==> config.mk <==
export PLATFORM = sky130hd
export DESIGN_NAME = sram_bootrom_loader_flat
export DESIGN_NICKNAME = d
export VERILOG_FILES = /design/src/rtl/sram_bootrom_loader_pkg.sv /design/src/rtl/sram_bootrom_loader_if.sv /design/src/rtl/sram_bootrom_loader_port_mux.sv /design/src/rtl/sram_bootrom_loader.sv /design/src/flat_wrapper.sv
export SDC_FILE = /design/constraint.sdc
export NUM_CORES = 1
export LEC_CHECK = 0
export BUFFER_PORTS_ARGS = -buffer_cell sky130_fd_sc_hd__buf_2
export CAP_MARGIN = 25
export CORE_ASPECT_RATIO = 1.25
export CORE_UTILIZATION = 57
export DETAILED_ROUTE_END_ITERATION = 8
export PLACE_DENSITY = 0.92
export SLEW_MARGIN = 20
export SYNTH_ARGS = -nofsm -noshare
export SYNTH_HDL_FRONTEND = slang
export SYNTH_SLANG_ARGS = --single-unit
export TNS_END_PERCENT = 50
==> constraint.sdc <==
create_clock -name clk -period 2.9 [get_ports clk]
set_input_delay 0.29 -clock clk [delete_from_list [all_inputs] [get_ports clk]]
set_output_delay 0.29 -clock clk [all_outputs]
set_load 0.02 [all_outputs]
==> src/rtl/sram_bootrom_loader_pkg.sv <==
// Shared definitions for the boot ROM loader: SRAM address width, default
// ROM placement and the loader FSM state encoding.
package sram_bootrom_loader_pkg;

    localparam int SRAM_AW = 19;
    localparam logic [SRAM_AW-1:0] ROM_BASE_DEFAULT = 19'h70000;

    typedef enum logic [2:0] {
        IDLE,
        SETUP,
        WRITE,
        HOLD,
        DONE
    } state_t;

endpackage

==> src/rtl/sram_bootrom_loader_if.sv <==
// Bus bundle around the loader.
//   host side : host_reset, host_bootdata, host_bootdata_req/ack (4-phase)
//   machine   : sam_addr, sam_we_n
//   SRAM pins : sram_addr, sram_we_n, sram_dout, sram_dout_oe
//   status    : rom_initialised
// master = host/machine/top level, slave = the loader.
interface sram_bootrom_loader_if;
    import sram_bootrom_loader_pkg::*;

    logic               host_reset;
    logic [31:0]        host_bootdata;
    logic               host_bootdata_req;
    logic               host_bootdata_ack;
    logic [SRAM_AW-1:0] sam_addr;
    logic               sam_we_n;
    logic [SRAM_AW-1:0] sram_addr;
    logic               sram_we_n;
    logic [7:0]         sram_dout;
    logic               sram_dout_oe;
    logic               rom_initialised;

    modport master (
        output host_reset, host_bootdata, host_bootdata_req, sam_addr, sam_we_n,
        input  host_bootdata_ack, sram_addr, sram_we_n, sram_dout, sram_dout_oe,
               rom_initialised
    );

    modport slave (
        input  host_reset, host_bootdata, host_bootdata_req, sam_addr, sam_we_n,
        output host_bootdata_ack, sram_addr, sram_we_n, sram_dout, sram_dout_oe,
               rom_initialised
    );

endinterface

==> src/rtl/sram_bootrom_loader_port_mux.sv <==
// sram_port_mux: hands the SRAM address / write strobe to either the loader
// or the machine. Purely combinational.
//   i_sel       1 = machine owns SRAM (rom_initialised)
//   i_ldr_*     loader address / strobe
//   i_sam_*     machine address / strobe
//   o_addr/o_we_n  to the SRAM pins
module sram_port_mux
    import sram_bootrom_loader_pkg::*;
(
    input  logic               i_sel,
    input  logic [SRAM_AW-1:0] i_ldr_addr,
    input  logic               i_ldr_we_n,
    input  logic [SRAM_AW-1:0] i_sam_addr,
    input  logic               i_sam_we_n,
    output logic [SRAM_AW-1:0] o_addr,
    output logic               o_we_n
);

    assign o_addr = i_sel ? i_sam_addr : i_ldr_addr;
    assign o_we_n = i_sel ? i_sam_we_n : i_ldr_we_n;

endmodule

==> src/rtl/sram_bootrom_loader.sv <==
// sram_bootrom_loader: takes 32-bit boot words over a 4-phase req/ack
// handshake, writes each as four bytes (MSB first) into SRAM starting at
// ROM_BASE, then raises rom_initialised and gives the SRAM port to the machine.
//   clk      system clock
//   reset_n  async active-low reset
//   bus      slave side of sram_bootrom_loader_if (host, machine, SRAM pins)
// Parameters: ROM_BASE (SRAM byte address of ROM byte 0), ROM_BYTES (image
// length, multiple of 4), WE_CYCLES (we_n low time per byte, 1..7).
module sram_bootrom_loader
    import sram_bootrom_loader_pkg::*;
#(
    parameter logic [SRAM_AW-1:0] ROM_BASE  = ROM_BASE_DEFAULT,
    parameter int                 ROM_BYTES = 32768,
    parameter int                 WE_CYCLES = 2
) (
    input  logic                  clk,
    input  logic                  reset_n,
    sram_bootrom_loader_if.slave  bus
);

    localparam int CW = $clog2(ROM_BYTES) + 1;
    localparam logic [CW-1:0] ROM_BYTES_C = CW'(ROM_BYTES);
    localparam logic [2:0]    WE_LAST     = 3'(WE_CYCLES - 1);

    state_t       r_state;
    logic [CW-1:0] r_count;
    logic [1:0]   r_byte_idx;
    logic [2:0]   r_we_cnt;
    logic [23:0]  r_word;      // bytes still to be written, next one at [23:16]
    logic [7:0]   r_dout;
    logic         r_ack;
    logic         r_we_n;
    logic         r_oe;
    logic         r_rom_init;

    logic [CW-1:0]      w_count_nxt;
    logic               w_take;
    logic [SRAM_AW-1:0] w_ldr_addr;
    logic               w_ldr_we_n;
    logic [SRAM_AW-1:0] w_addr;
    logic               w_we_n;

    assign w_count_nxt = r_count + 1'b1;
    assign w_take      = bus.host_bootdata_req && !r_ack;
    assign w_ldr_addr  = ROM_BASE + SRAM_AW'(r_count);
    // host_reset kills an in-flight strobe immediately, not one cycle later
    assign w_ldr_we_n  = r_we_n | bus.host_reset;

    always_ff @(posedge clk or negedge reset_n) begin
        if (!reset_n) begin
            r_state    <= IDLE;
            r_count    <= '0;
            r_byte_idx <= '0;
            r_we_cnt   <= '0;
            r_word     <= '0;
            r_dout     <= '0;
            r_ack      <= 1'b0;
            r_we_n     <= 1'b1;
            r_oe       <= 1'b0;
            r_rom_init <= 1'b0;
        end else if (bus.host_reset) begin
            // any req seen this cycle is dropped; the host re-presents it
            r_state    <= IDLE;
            r_count    <= '0;
            r_byte_idx <= '0;
            r_we_cnt   <= '0;
            r_ack      <= 1'b0;
            r_we_n     <= 1'b1;
            r_oe       <= 1'b0;
            r_rom_init <= 1'b0;
        end else begin
            // ack falls in any state once req is released
            if (r_ack && !bus.host_bootdata_req)
                r_ack <= 1'b0;

            case (r_state)
                IDLE: begin
                    if (w_take) begin
                        r_ack      <= 1'b1;
                        r_dout     <= bus.host_bootdata[31:24];
                        r_word     <= bus.host_bootdata[23:0];
                        r_byte_idx <= 2'd0;
                        r_oe       <= 1'b1;
                        r_we_n     <= 1'b1;
                        r_state    <= SETUP;
                    end
                end
                SETUP: begin
                    r_we_n   <= 1'b0;
                    r_we_cnt <= '0;
                    r_state  <= WRITE;
                end
                WRITE: begin
                    if (r_we_cnt == WE_LAST) begin
                        r_we_n  <= 1'b1;
                        r_state <= HOLD;
                    end else begin
                        r_we_cnt <= r_we_cnt + 3'd1;
                    end
                end
                HOLD: begin
                    r_count <= w_count_nxt;
                    if (r_byte_idx != 2'd3) begin
                        r_byte_idx <= r_byte_idx + 2'd1;
                        r_dout     <= r_word[23:16];
                        r_word     <= {r_word[15:0], 8'h00};
                        r_state    <= SETUP;
                    end else if (w_count_nxt == ROM_BYTES_C) begin
                        r_oe       <= 1'b0;
                        r_rom_init <= 1'b1;
                        r_state    <= DONE;
                    end else begin
                        r_oe    <= 1'b0;
                        r_state <= IDLE;
                    end
                end
                DONE: begin
                    // late words are acked and thrown away
                    if (w_take)
                        r_ack <= 1'b1;
                end
                default: r_state <= IDLE;
            endcase
        end
    end

    sram_port_mux u_mux (
        .i_sel      (r_rom_init),
        .i_ldr_addr (w_ldr_addr),
        .i_ldr_we_n (w_ldr_we_n),
        .i_sam_addr (bus.sam_addr),
        .i_sam_we_n (bus.sam_we_n),
        .o_addr     (w_addr),
        .o_we_n     (w_we_n)
    );

    assign bus.sram_addr         = w_addr;
    assign bus.sram_we_n         = w_we_n;
    assign bus.sram_dout         = r_dout;
    assign bus.sram_dout_oe      = r_oe;
    assign bus.host_bootdata_ack = r_ack;
    assign bus.rom_initialised   = r_rom_init;

endmodule

==> src/flat_wrapper.sv <==
// flat-port wrapper written by rule: the top's interface ports become plain ports
module sram_bootrom_loader_flat import sram_bootrom_loader_pkg::*;
#(
    parameter logic [SRAM_AW-1:0] ROM_BASE  = ROM_BASE_DEFAULT,
    parameter int                 ROM_BYTES = 32768,
    parameter int                 WE_CYCLES = 2
)
  (clk, reset_n, bus_host_reset, bus_host_bootdata, bus_host_bootdata_req, bus_sam_addr, bus_sam_we_n, bus_host_bootdata_ack, bus_sram_addr, bus_sram_we_n, bus_sram_dout, bus_sram_dout_oe, bus_rom_initialised);
  sram_bootrom_loader_if bus_i ();
  input  logic clk;
  input  logic reset_n;
  input wire logic [$bits(bus_i.host_reset)-1:0] bus_host_reset;
  input wire logic [$bits(bus_i.host_bootdata)-1:0] bus_host_bootdata;
  input wire logic [$bits(bus_i.host_bootdata_req)-1:0] bus_host_bootdata_req;
  input wire logic [$bits(bus_i.sam_addr)-1:0] bus_sam_addr;
  input wire logic [$bits(bus_i.sam_we_n)-1:0] bus_sam_we_n;
  output wire logic [$bits(bus_i.host_bootdata_ack)-1:0] bus_host_bootdata_ack;
  output wire logic [$bits(bus_i.sram_addr)-1:0] bus_sram_addr;
  output wire logic [$bits(bus_i.sram_we_n)-1:0] bus_sram_we_n;
  output wire logic [$bits(bus_i.sram_dout)-1:0] bus_sram_dout;
  output wire logic [$bits(bus_i.sram_dout_oe)-1:0] bus_sram_dout_oe;
  output wire logic [$bits(bus_i.rom_initialised)-1:0] bus_rom_initialised;
  assign bus_i.host_reset = bus_host_reset;
  assign bus_i.host_bootdata = bus_host_bootdata;
  assign bus_i.host_bootdata_req = bus_host_bootdata_req;
  assign bus_i.sam_addr = bus_sam_addr;
  assign bus_i.sam_we_n = bus_sam_we_n;
  assign bus_host_bootdata_ack = bus_i.host_bootdata_ack;
  assign bus_sram_addr = bus_i.sram_addr;
  assign bus_sram_we_n = bus_i.sram_we_n;
  assign bus_sram_dout = bus_i.sram_dout;
  assign bus_sram_dout_oe = bus_i.sram_dout_oe;
  assign bus_rom_initialised = bus_i.rom_initialised;
  sram_bootrom_loader #(.ROM_BASE(ROM_BASE), .ROM_BYTES(ROM_BYTES), .WE_CYCLES(WE_CYCLES)) u_core (.clk(clk), .reset_n(reset_n), .bus(bus_i));
endmodule
==> results of run 1 <==
cell usage in the layout, fill, tap and decap left out, types with 2 or more instances in the layout:
master,n
bufinv_16,3
a31oi_1,15
a21oi_1,10
clkbuf_8,10
nand3_1,12
nor2_1,56
dfrtp_1,59
buf_2,86
and2_1,2
buf_4,5
mux2_2,15
or3_1,5
xnor2_1,10
o21ai_0,13
o22ai_1,2
inv_1,6
nor3_1,11
a211oi_1,2
a31oi_2,10
ha_1,5
nand3b_1,3
nand4_1,4
nor4b_1,2
nor2_2,2
xor2_1,7
nand2b_1,4
o31ai_1,3
nand2_1,90
per-stage QoR:
stage	total power [mW]	hold WS (ps)
after CTS	3.00	103
final	2.98	103
after global routing	3.17	138
after floorplan	1.86	-5.59
after detailed placement	2.04	456
after global placement	2.00	449
power groups by stage:
stage                     Combinational (mW)  Sequential [mW]  Clock (mW)
after CTS                              0.802             1.24       0.963
after floorplan                        0.580             1.28           0
after global routing                   0.895             1.27        1.00
final                                  0.795             1.24       0.944
after global placement                 0.761             1.24           0
after detailed placement               0.792             1.25           0
layout make-up:
cell class                 count  area (um^2)  share of cell area, %
clock buffer                  10          138                   3.42
clock inverter                 6          111                   2.76
multi-input combinational    298         1710                   42.3
sequential                    60         1500                   37.3
timing repair buffer          91          468                   11.6
tap                           66         82.6                   2.05
inverter                       6         22.5                  0.559
flip-flops by register name, summed over array words and instances (netlist names):
register and flops:
u_core.r_word 24, u_core.bus.sram_dout 8, u_core.bus.host_bootdata_ack 1, u_core.bus.sram_dout_oe 1, u_core.r_we_n 1, u_core.r_byte_idx 2, u_core.r_state 3, u_core.r_we_cnt 3
u_core.bus.rom_initialised 1, u_core.r_count 16
per-layer routing:
metal  up-vias  wire (um)
met3        17        565
met4         0        190
li1       1471          -
met5         -          0
met1      1421       3140
met2       147       3850
worst paths after layout:
check,depth (start not counted),end,start
worst max-delay path,7,u_core.r_state[2],u_core.r_count[0]
worst min-delay path,2,u_core.bus.sram_dout[2],reset_n
worst max register to register,7,u_core.r_state[2],u_core.r_count[0]
worst min register to register,2,u_core.r_word[0],u_core.r_word[0]
max in group asynchronous,2,u_core.r_count[10],reset_n
min in group clk,3,u_core.r_word[4],bus_host_bootdata[4]
logic make-up after synthesis:
group / share of synthesized area [%]
DFF: 44.3
and+or+nand+nor: 25.9
AOI/OAI and AO/OA: 12.8
adders and majority gates: 1.85
buffers and inverters: 5.46
xor gates and xnor gates: 4.39
muxes: 5.28
==> flow_summary.yaml, run 1 <==
global_route:
  met1_usage_pct: 32.2
  grt_util_met2_pct: 44.6
  track_usage_pct: 26.3
  grt.busiest_layer: "met2"
  overflow: 0
  grt_start_max_net_pins: 61
  grt_pass1_wl_mm: 12.6
  first_global_vias: 2788
  grtUsageMet3_pct: 5.92
  grt_antenna_before_repair: 0
placement:
  gp_congestion: 0.924
  io_buffers: 86
  place_ws_ps: 849
  postPlaceCellArea_um2: 3780
  place_inst: 521
  dpl.hpwl_mm: 5.19
finish:
  postLayoutCellArea_um2: 4030
  drive_above_1_share_pct: 29.7
  num-nets-final: 527
  finalNonFillerCells: 537
  utilization_pct: 69.7
  num-fill-cells: 404
  area_delta_synth_final_pct: 18.9
  insertedDiodeCount: 0
setup_path:
  path_buf_inv: 0
  arrival_ps: 2410
  slowest_delay_ps: 470
  cp_slowest_cell: "dfrtp_1"
  startpoint_type: "flop"
  end_kind: "flop"
  crit_chain: "ha_1 > nand4_1 > nor2_1 > o211ai_1 > nor4b_1 > o2111ai_1 > nand2_1"
  rrSetupSlack_ps: 760
  crit_fanout: 6
  critical_path_class: "flop to flop"
  critPathRequiredTime_ps: 3170
  cp_top_family: "simple AND/OR/NAND/NOR gates"
synthesis:
  synth_most_common_cell: "nand2_1"
  yosysSeqAreaShare_pct: 44.3
  yosys_warnings: 0
  mappedNetlistNets: 452
  synth_edf_count: 0
  netlist.area_leader.share_pct: 43.5
  avgSynthCellArea_um2: 8.67
  ys_async_sr_fraction_pct: 100
  yosys.area.top_type: "dfrtp_1"
  yosys_register_bits: 60
  synth.distinct_cells: 47
  ys_top_cells_by_count: "nand2_1, dfrtp_1, nor2_1"
  synthCells: 391
  ys.flop_type: "dfrtp_1"
  yosys-top-cells-area: "dfrtp_1, nand2_1, nor2_1"
  synth_area_um2: 3390
route:
  postRouteAntennaNets: 0
  drt_first_iter_violations: 290
  vias: 3056
  viasPerCell: 5.69
  route.detailed.drc: 8
  wl_per_cell_um: 14.4
  wl_mm: 7.75
  dr.pass1.iters: 6
run:
  maxCapViolCount: 0
clock_network:
  cts_buffers: 9
  cts_root_buf: "clkbuf_8"
  clock-sinks: 60
  cts_tree: "yes"
  cts_hold_buffers: 0
  htreeDepth: 3
  cts_setup_buffers: 0
  clkTransAtPathRegs_ps: 70
  clk_latency_ps: 350
  cts_resized: 0
  cts_max_path_buffers: 2
power_and_ir_drop:
  ir_drop_v: 0.000419
  power_density_nw_per_um2: 739
  intPower_mw: 1.99
  p_clk_share_pct: 31.7
  power_leakage_nw: 1.85
  comb_power_share_pct: 26.7
  p_sw_mw: 0.987
  p_seq_share_pct: 41.6
  swShare_pct: 33.1
floorplanning:
  dieHeight_um: 88.2
  start_util_pct: 58.7
  rows: 31
  die-width_um: 71.0
  die_area_um2: 6260
  core_area_um2: 5780
  io_pins: 87
timing:
  grt_setup_unrepaired: "false"
  max_freq_ghz: 0.468
  fin_setup_tns_ps: 0
  fin_worst_skew_ps: 7.06
  slew_viol_final: 0
  min_period_over_period_pct: 73.7
  period_needed_ps: 2140
  tightest_slew_ps: 864
  setup_violations: 0
  finalWorstSetupSlack_ps: 763
  relSlewSlack_pct: 42.4
  hold_violations: 0
outcome:
  status: "finished, violations left"
  violations: "DRC"
hold_path:
  hold_path.class: "primary input to async pin"
Power figures use the tool's default switching activity.
==> inputs of run 2 (changes only) <==
--- a/config.mk
+++ b/config.mk
@@ -8,9 +8,9 @@
 export BUFFER_PORTS_ARGS = -buffer_cell sky130_fd_sc_hd__buf_2
 export CAP_MARGIN = 25
 export CORE_ASPECT_RATIO = 1.25
-export CORE_UTILIZATION = 57
+export CORE_UTILIZATION = 48
 export DETAILED_ROUTE_END_ITERATION = 8
-export PLACE_DENSITY = 0.92
+export PLACE_DENSITY = 0.83
 export SLEW_MARGIN = 20
 export SYNTH_ARGS = -nofsm -noshare
 export SYNTH_HDL_FRONTEND = slang
==> constraint.sdc (replaced) <==
create_clock -name clk -period 1.9 [get_ports clk]
set_input_delay 0.19 -clock clk [delete_from_list [all_inputs] [get_ports clk]]
set_output_delay 0.19 -clock clk [all_outputs]
set_load 0.02 [all_outputs]
==> run 2 against run 1 <==
Effect of this change: the flow finishes with violations (setup timing); cell count rose by 7.4%; global-route usage fell by 3.4 points; fmax rose by 9.4%; critical path type unchanged; hold slack got worse by 36 ps; clock skew rose by 5.0 ps; largest cell class unchanged; non-clock buffer count rose by 19; combinational power rose by 69%; setup slack got worse by 820 ps; utilization fell by 5.9 points; total power rose by 50%; via count rose by 3.3%.
==> flow_summary.yaml, run 2 (synthesis results as in run 1) <==
finish:
  largest_register_ff_count: 24
  num-nets-final: 546
  finalNonFillerCells: 577
  insertedDiodeCount: 0
  final_cell_mix: "nand2_1, buf_2, dfrtp_1"
  register_area_um2: 1500
  area_delta_synth_final_pct: 25.9
  multi_input_area_um2: 1780
  final_common_cell: "nand2_1"
  utilization_pct: 63.8
  num-fill-cells: 557
  drive_above_1_share_pct: 33.7
  top_register: "u_core.r_word"
floorplanning:
  dieHeight_um: 96.0
  core_area_um2: 6690
  io_pins: 87
  rows: 33
  die-width_um: 77.2
  die_area_um2: 7410
  start_util_pct: 50.7
clock_network:
  cts_max_path_buffers: 2
  cts_tree: "yes"
  htreeDepth: 3
  clkTransAtPathRegs_ps: 70
  cts_root_buf: "clkbuf_8"
  clk_latency_ps: 340
  cts_buffers: 9
  clock-sinks: 60
power_and_ir_drop:
  intPower_mw: 2.97
  ir_drop_v: 0.000564
  p_sw_mw: 1.50
  comb_power_share_pct: 29.9
  power_density_nw_per_um2: 1050
  finalPower_mw: 4.47
  swShare_pct: 33.6
  p_clk_share_pct: 28.7
  p_seq_share_pct: 41.4
  power_leakage_nw: 1.95
global_route:
  first_global_vias: 2900
  grt_antenna_before_repair: 0
  grt_pass1_wl_mm: 13.1
  grt_start_max_net_pins: 40
  track_usage_pct: 22.9
  overflow: 0
setup_path:
  end_kind: "flop"
  worstReg2RegEnd: "u_core.bus.rom_initialised"
  slowest_delay_ps: 410
  r2r_cells: 7
  cp_slowest_cell: "dfrtp_1"
  startpoint_type: "flop"
  r2r-start: "u_core.r_count[1]"
  critical_path_class: "flop to flop"
  arrival_ps: 2210
  crit_fanout: 5
  critPathRequiredTime_ps: 2150
  crit_chain: "ha_4 > and3_1 > a31oi_1 > o211ai_1 > nor4b_4 > o2111ai_2 > o21ai_1"
  rrSetupSlack_ps: -50
run:
  maxCapViolCount: 0
route:
  dr.pass1.iters: 5
  wl_mm: 8.19
  route.detailed.drc: 0
  drt_first_iter_violations: 237
  wl_per_cell_um: 14.2
  viasPerCell: 5.47
  postRouteAntennaNets: 0
  vias: 3156
timing:
  tightest_slew_ps: 543
  max_freq_ghz: 0.512
  hold_violations: 0
  setup_violations: 1
  holdWs_ps: 67.0
  min_period_over_period_pct: 103
  finalWorstSetupSlack_ps: -53.2
  relSlewSlack_pct: 63.8
  slew_viol_final: 0
  grt_setup_unrepaired: "true"
  period_needed_ps: 1950
  fin_worst_skew_ps: 12.0
placement:
  place_inst: 559
  gp_congestion: 0.901
  io_buffers: 86
  dpl.hpwl_mm: 5.46
hold_path:
  whs_path_depth: 3
  hp-start: "bus_host_bootdata[5]"
  hold_end: "u_core.r_word[5]"
  hold_path.class: "primary input to flop"
outcome:
  status: "finished, violations left"
  violations: "setup timing"
[run 2: changes by cell type in the layout (fill, tap and decap cells not counted), sizes merged]
cell,change
buf,+18
clkbuf,+2
bufinv,-1
clkinv,-1
dlygate4sd3,+1
[run 2: worst max-delay path, delay by kind of cell, from the launching register on]
kind / cells / cell delay (ps)
flops: 1 / 410
compound gates: 4 / 720
simple gates: 2 / 540
fa+ha+maj: 1 / 180
[run 2: layout make-up]
type	instances	area share (%)
sequential	60	35.2
timing repair buffer	110	14.9
tap	87	2.55
inverter	6	0.527
multi-input combinational	298	41.7
clock buffer	12	3.40
clock inverter	4	1.70
[run 2: what timing repair did]
action | CTS | global route
hold endpoints to repair | 20 | 0
setup buffers | 0 | 1
resized for setup | 4 | 10
pin swaps | 2 | 7
setup endpoints to repair | 1 | 3
hold buffers | 1 | 0
[run 2: layer usage]
layer | up-vias | wire (um) | track usage, %
met1 | 1478 | 3340 | 27.2
met5 | - | 0 | 0
met4 | 0 | 148 | 10.7
li1 | 1525 | - | -
met3 | 15 | 595 | 4.36
met2 | 138 | 4110 | 40.3
[run 2: how the worst max path moves through the flow]
| stage | from | endpoint |
|---|---|---|
| 6_report | u_core.r_count[1] | u_core.bus.rom_initialised |
| 5_1_grt | u_core.r_count[0] | u_core.bus.rom_initialised |
| 4_1_cts | u_core.r_count[0] | u_core.bus.rom_initialised |
| 3_5_place_dp | u_core.r_count[0] | u_core.bus.rom_initialised |
| 3_3_place_gp | u_core.r_count[0] | u_core.bus.rom_initialised |
| 2_1_floorplan | u_core.r_count[0] | u_core.bus.rom_initialised |
[run 2: metrics by stage]
step           setup TNS [ps]  cell area [um^2]  worst slack (ps)
5_1_grt                  -273              4270              -145
4_1_cts                     0              4210              24.1
2_1_floorplan               0              3390              35.9
6_report                -53.2              4270             -53.2
3_3_place_gp                0              3960               116
3_5_place_dp                0              3960              55.9
[run 2: power by group through the flow]
stage / registers [mW] / logic [mW] / clock network, mW
finish: 1.85 / 1.34 / 1.29
global route: 1.89 / 1.49 / 1.35
CTS: 1.85 / 1.35 / 1.30
detailed placement: 1.88 / 1.33 / 0
global placement: 1.85 / 1.28 / 0
floorplan: 1.95 / 0.886 / 0
==> inputs of run 3 (changes only) <==
--- a/config.mk
+++ b/config.mk
@@ -5,10 +5,12 @@
 export SDC_FILE = /design/constraint.sdc
 export NUM_CORES = 1
 export LEC_CHECK = 0
+export ABC_AREA = 1
 export BUFFER_PORTS_ARGS = -buffer_cell sky130_fd_sc_hd__buf_2
 export CAP_MARGIN = 25
 export CORE_ASPECT_RATIO = 1.25
 export CORE_UTILIZATION = 48
+export CTS_CLUSTER_SIZE = 8
 export DETAILED_ROUTE_END_ITERATION = 8
 export PLACE_DENSITY = 0.83
 export SLEW_MARGIN = 20
==> run 3 against run 2 <==
Effect of this change: the run now ends clean; flip-flop and latch count stayed put; final area is 3.1% lower; total power is 11% lower; synthesized cell count is 13% higher; sequential share of layout area is 1.1 points higher; setup slack better by 200 ps; critical endpoint is now u_core.r_state[2]; global-route usage is 0.85 points lower.
==> flow_summary.yaml, run 3 <==
finish:
  register_area_um2: 1500
  top_register: "u_core.r_word"
  multi_input_area_um2: 1540
  insertedDiodeCount: 0
  area_delta_synth_final_pct: 23.7
  largest_register_ff_count: 24
  final_common_cell: "nand2_1"
  num-nets-final: 590
  drive_above_1_share_pct: 25.8
  num-fill-cells: 584
  final_cell_mix: "nand2_1, buf_2, o21ai_0"
  finalNonFillerCells: 621
run:
  maxCapViolCount: 0
timing:
  max_freq_ghz: 0.570
  finalWorstSetupSlack_ps: 144
  fin_worst_skew_ps: 7.51
  min_period_over_period_pct: 92.4
  tightest_slew_ps: 465
  setup_violations: 0
  period_needed_ps: 1760
  holdWs_ps: 78.7
  slew_viol_final: 0
  hold_violations: 0
  fin_setup_tns_ps: 0
  grt_setup_unrepaired: "false"
  relSlewSlack_pct: 69.0
placement:
  place_inst: 604
  place_ws_ps: 155
  dpl.hpwl_mm: 5.22
  gp_congestion: 0.850
  io_buffers: 86
route:
  dr.pass1.iters: 4
  postRouteAntennaNets: 0
  wl_mm: 7.38
  wl_per_cell_um: 11.9
  vias: 3156
  route.detailed.drc: 0
  drt_first_iter_violations: 172
  viasPerCell: 5.08
setup_path:
  startpoint_type: "flop"
  arrival_ps: 2030
  critPathRequiredTime_ps: 2170
  end_kind: "flop"
  critical_path_class: "flop to flop"
  crit_fanout: 5
power_and_ir_drop:
  finalPower_mw: 3.96
  power_density_nw_per_um2: 957
  power_leakage_nw: 2.05
  ir_drop_v: 0.000666
synthesis:
  synth.distinct_cells: 32
  synthCells: 442
  synthMuxAreaShare_pct: 0
  synth_top_family_by_area: "simple AND/OR/NAND/NOR gates"
  yosys.area.top_type: "dfrtp_1"
  synth_fa_ha_area_share_pct: 1.87
  yosys-top-cells-area: "dfrtp_1, nand2_1, o21ai_0"
  synth_most_common_cell: "nand2_1"
  synth_compound_area_share_pct: 16.5
  synth_area_um2: 3340
  yosys_warnings: 0
  netlist.area_leader.share_pct: 44.1
  ys_top_cells_by_count: "nand2_1, o21ai_0, dfrtp_1"
  synth_edf_count: 0
  synth-xor-area-share_pct: 2.06
  synth-simple-area-share_pct: 25.5
  mappedNetlistNets: 503
  ys_async_sr_fraction_pct: 100
  ys.flop_type: "dfrtp_1"
  yosys_register_bits: 60
  avgSynthCellArea_um2: 7.57
  yosysSeqAreaShare_pct: 44.9
clock_network:
  cts_root_buf: "clkbuf_8"
  clock-sinks: 60
  htreeDepth: 3
  clk_latency_ps: 340
  cts_buffers: 9
  clkTransAtPathRegs_ps: 70
  cts_resized: 0
  cts_hold_buffers: 1
  cts_tree: "yes"
  cts_setup_buffers: 0
  cts_max_path_buffers: 2
global_route:
  grt_start_max_net_pins: 65
  track_usage_pct: 22.1
  grt_pass1_wl_mm: 12.6
  overflow: 0
  grt_antenna_before_repair: 0
  first_global_vias: 2923
floorplanning:
  dieHeight_um: 95.3
  die_area_um2: 7310
  start_util_pct: 50.3
  rows: 33
  io_pins: 87
  die-width_um: 76.7
  core_area_um2: 6650
outcome:
  status: "finished clean"
hold_path:
  hold_path.class: "primary input to flop"
## run 3: per-stage QoR
step                util (%)  instance area, um^2
floorplan                  -                 3340
global placement        58.3                 3880
detailed placement      58.3                 3880
CTS                     62.2                 4140
global route            62.2                 4140
finish                  62.2                 4140
## run 3: layer usage
layer	global-route usage [%]	share of wire (%)	vias up
li1	-	-	1603
met1	26.3	44	1452
met2	38.2	49	91
met3	6.03	5.3	10
met4	8.17	1.5	0
met5	0	0	-
## run 3: worst paths after layout
path                                 startpoint                   end  slack, ps  cells after the start
setup / recovery              u_core.r_count[1]     u_core.r_state[2]        140                      9
hold / removal             bus_host_bootdata[4]      u_core.r_word[4]         80                      3
setup reg to reg              u_core.r_count[1]     u_core.r_state[2]        140                      9
hold reg to reg            u_core.r_byte_idx[1]  u_core.r_byte_idx[1]        480                      2
max in group asynchronous               reset_n         u_core.r_we_n       1220                      3
min in group asynchronous               reset_n    u_core.r_count[15]        380                      3
## run 3: cell type report
| class | count | area share, % |
|---|---|---|
| multi-input combinational | 305 | 37.3 |
| sequential | 60 | 36.3 |
| timing repair buffer | 93 | 12.3 |
| inverter | 60 | 5.44 |
| clock buffer | 10 | 3.33 |
| clock inverter | 6 | 2.69 |
| tap | 87 | 2.63 |
## run 3: cells by family (layout without fill, tap and decap cells)
logic type               Yosys count  count (layout)
buffers and inverters             77             169
adder cells (fa/ha/maj)            5               5
XOR/XNOR                           7               7
AND/OR/NAND/NOR                  189             189
flip-flops                        60              60
AO/OA/AOI/OAI                    104             104
## run 3: report_power, final
part | total, mW | leakage [nW] | switching [mW] | internal [mW]
Combinational | 0.842 | 1.16 | 0.543 | 0.298
Sequential | 1.68 | 0.767 | 0.106 | 1.57
Clock | 1.44 | 0.122 | 0.535 | 0.907
Total | 3.96 | 2.05 | 1.18 | 2.78
## run 3: critical path: stages (launching register included)
cell and delay [ps]:
dfrtp_1 440, ha_1 290, nand2_2 110, nor2_4 140, nand2_1 80, xor2_1 190, nand2_1 100, nor2_2 120
nand3_2 110, o21ai_2 120
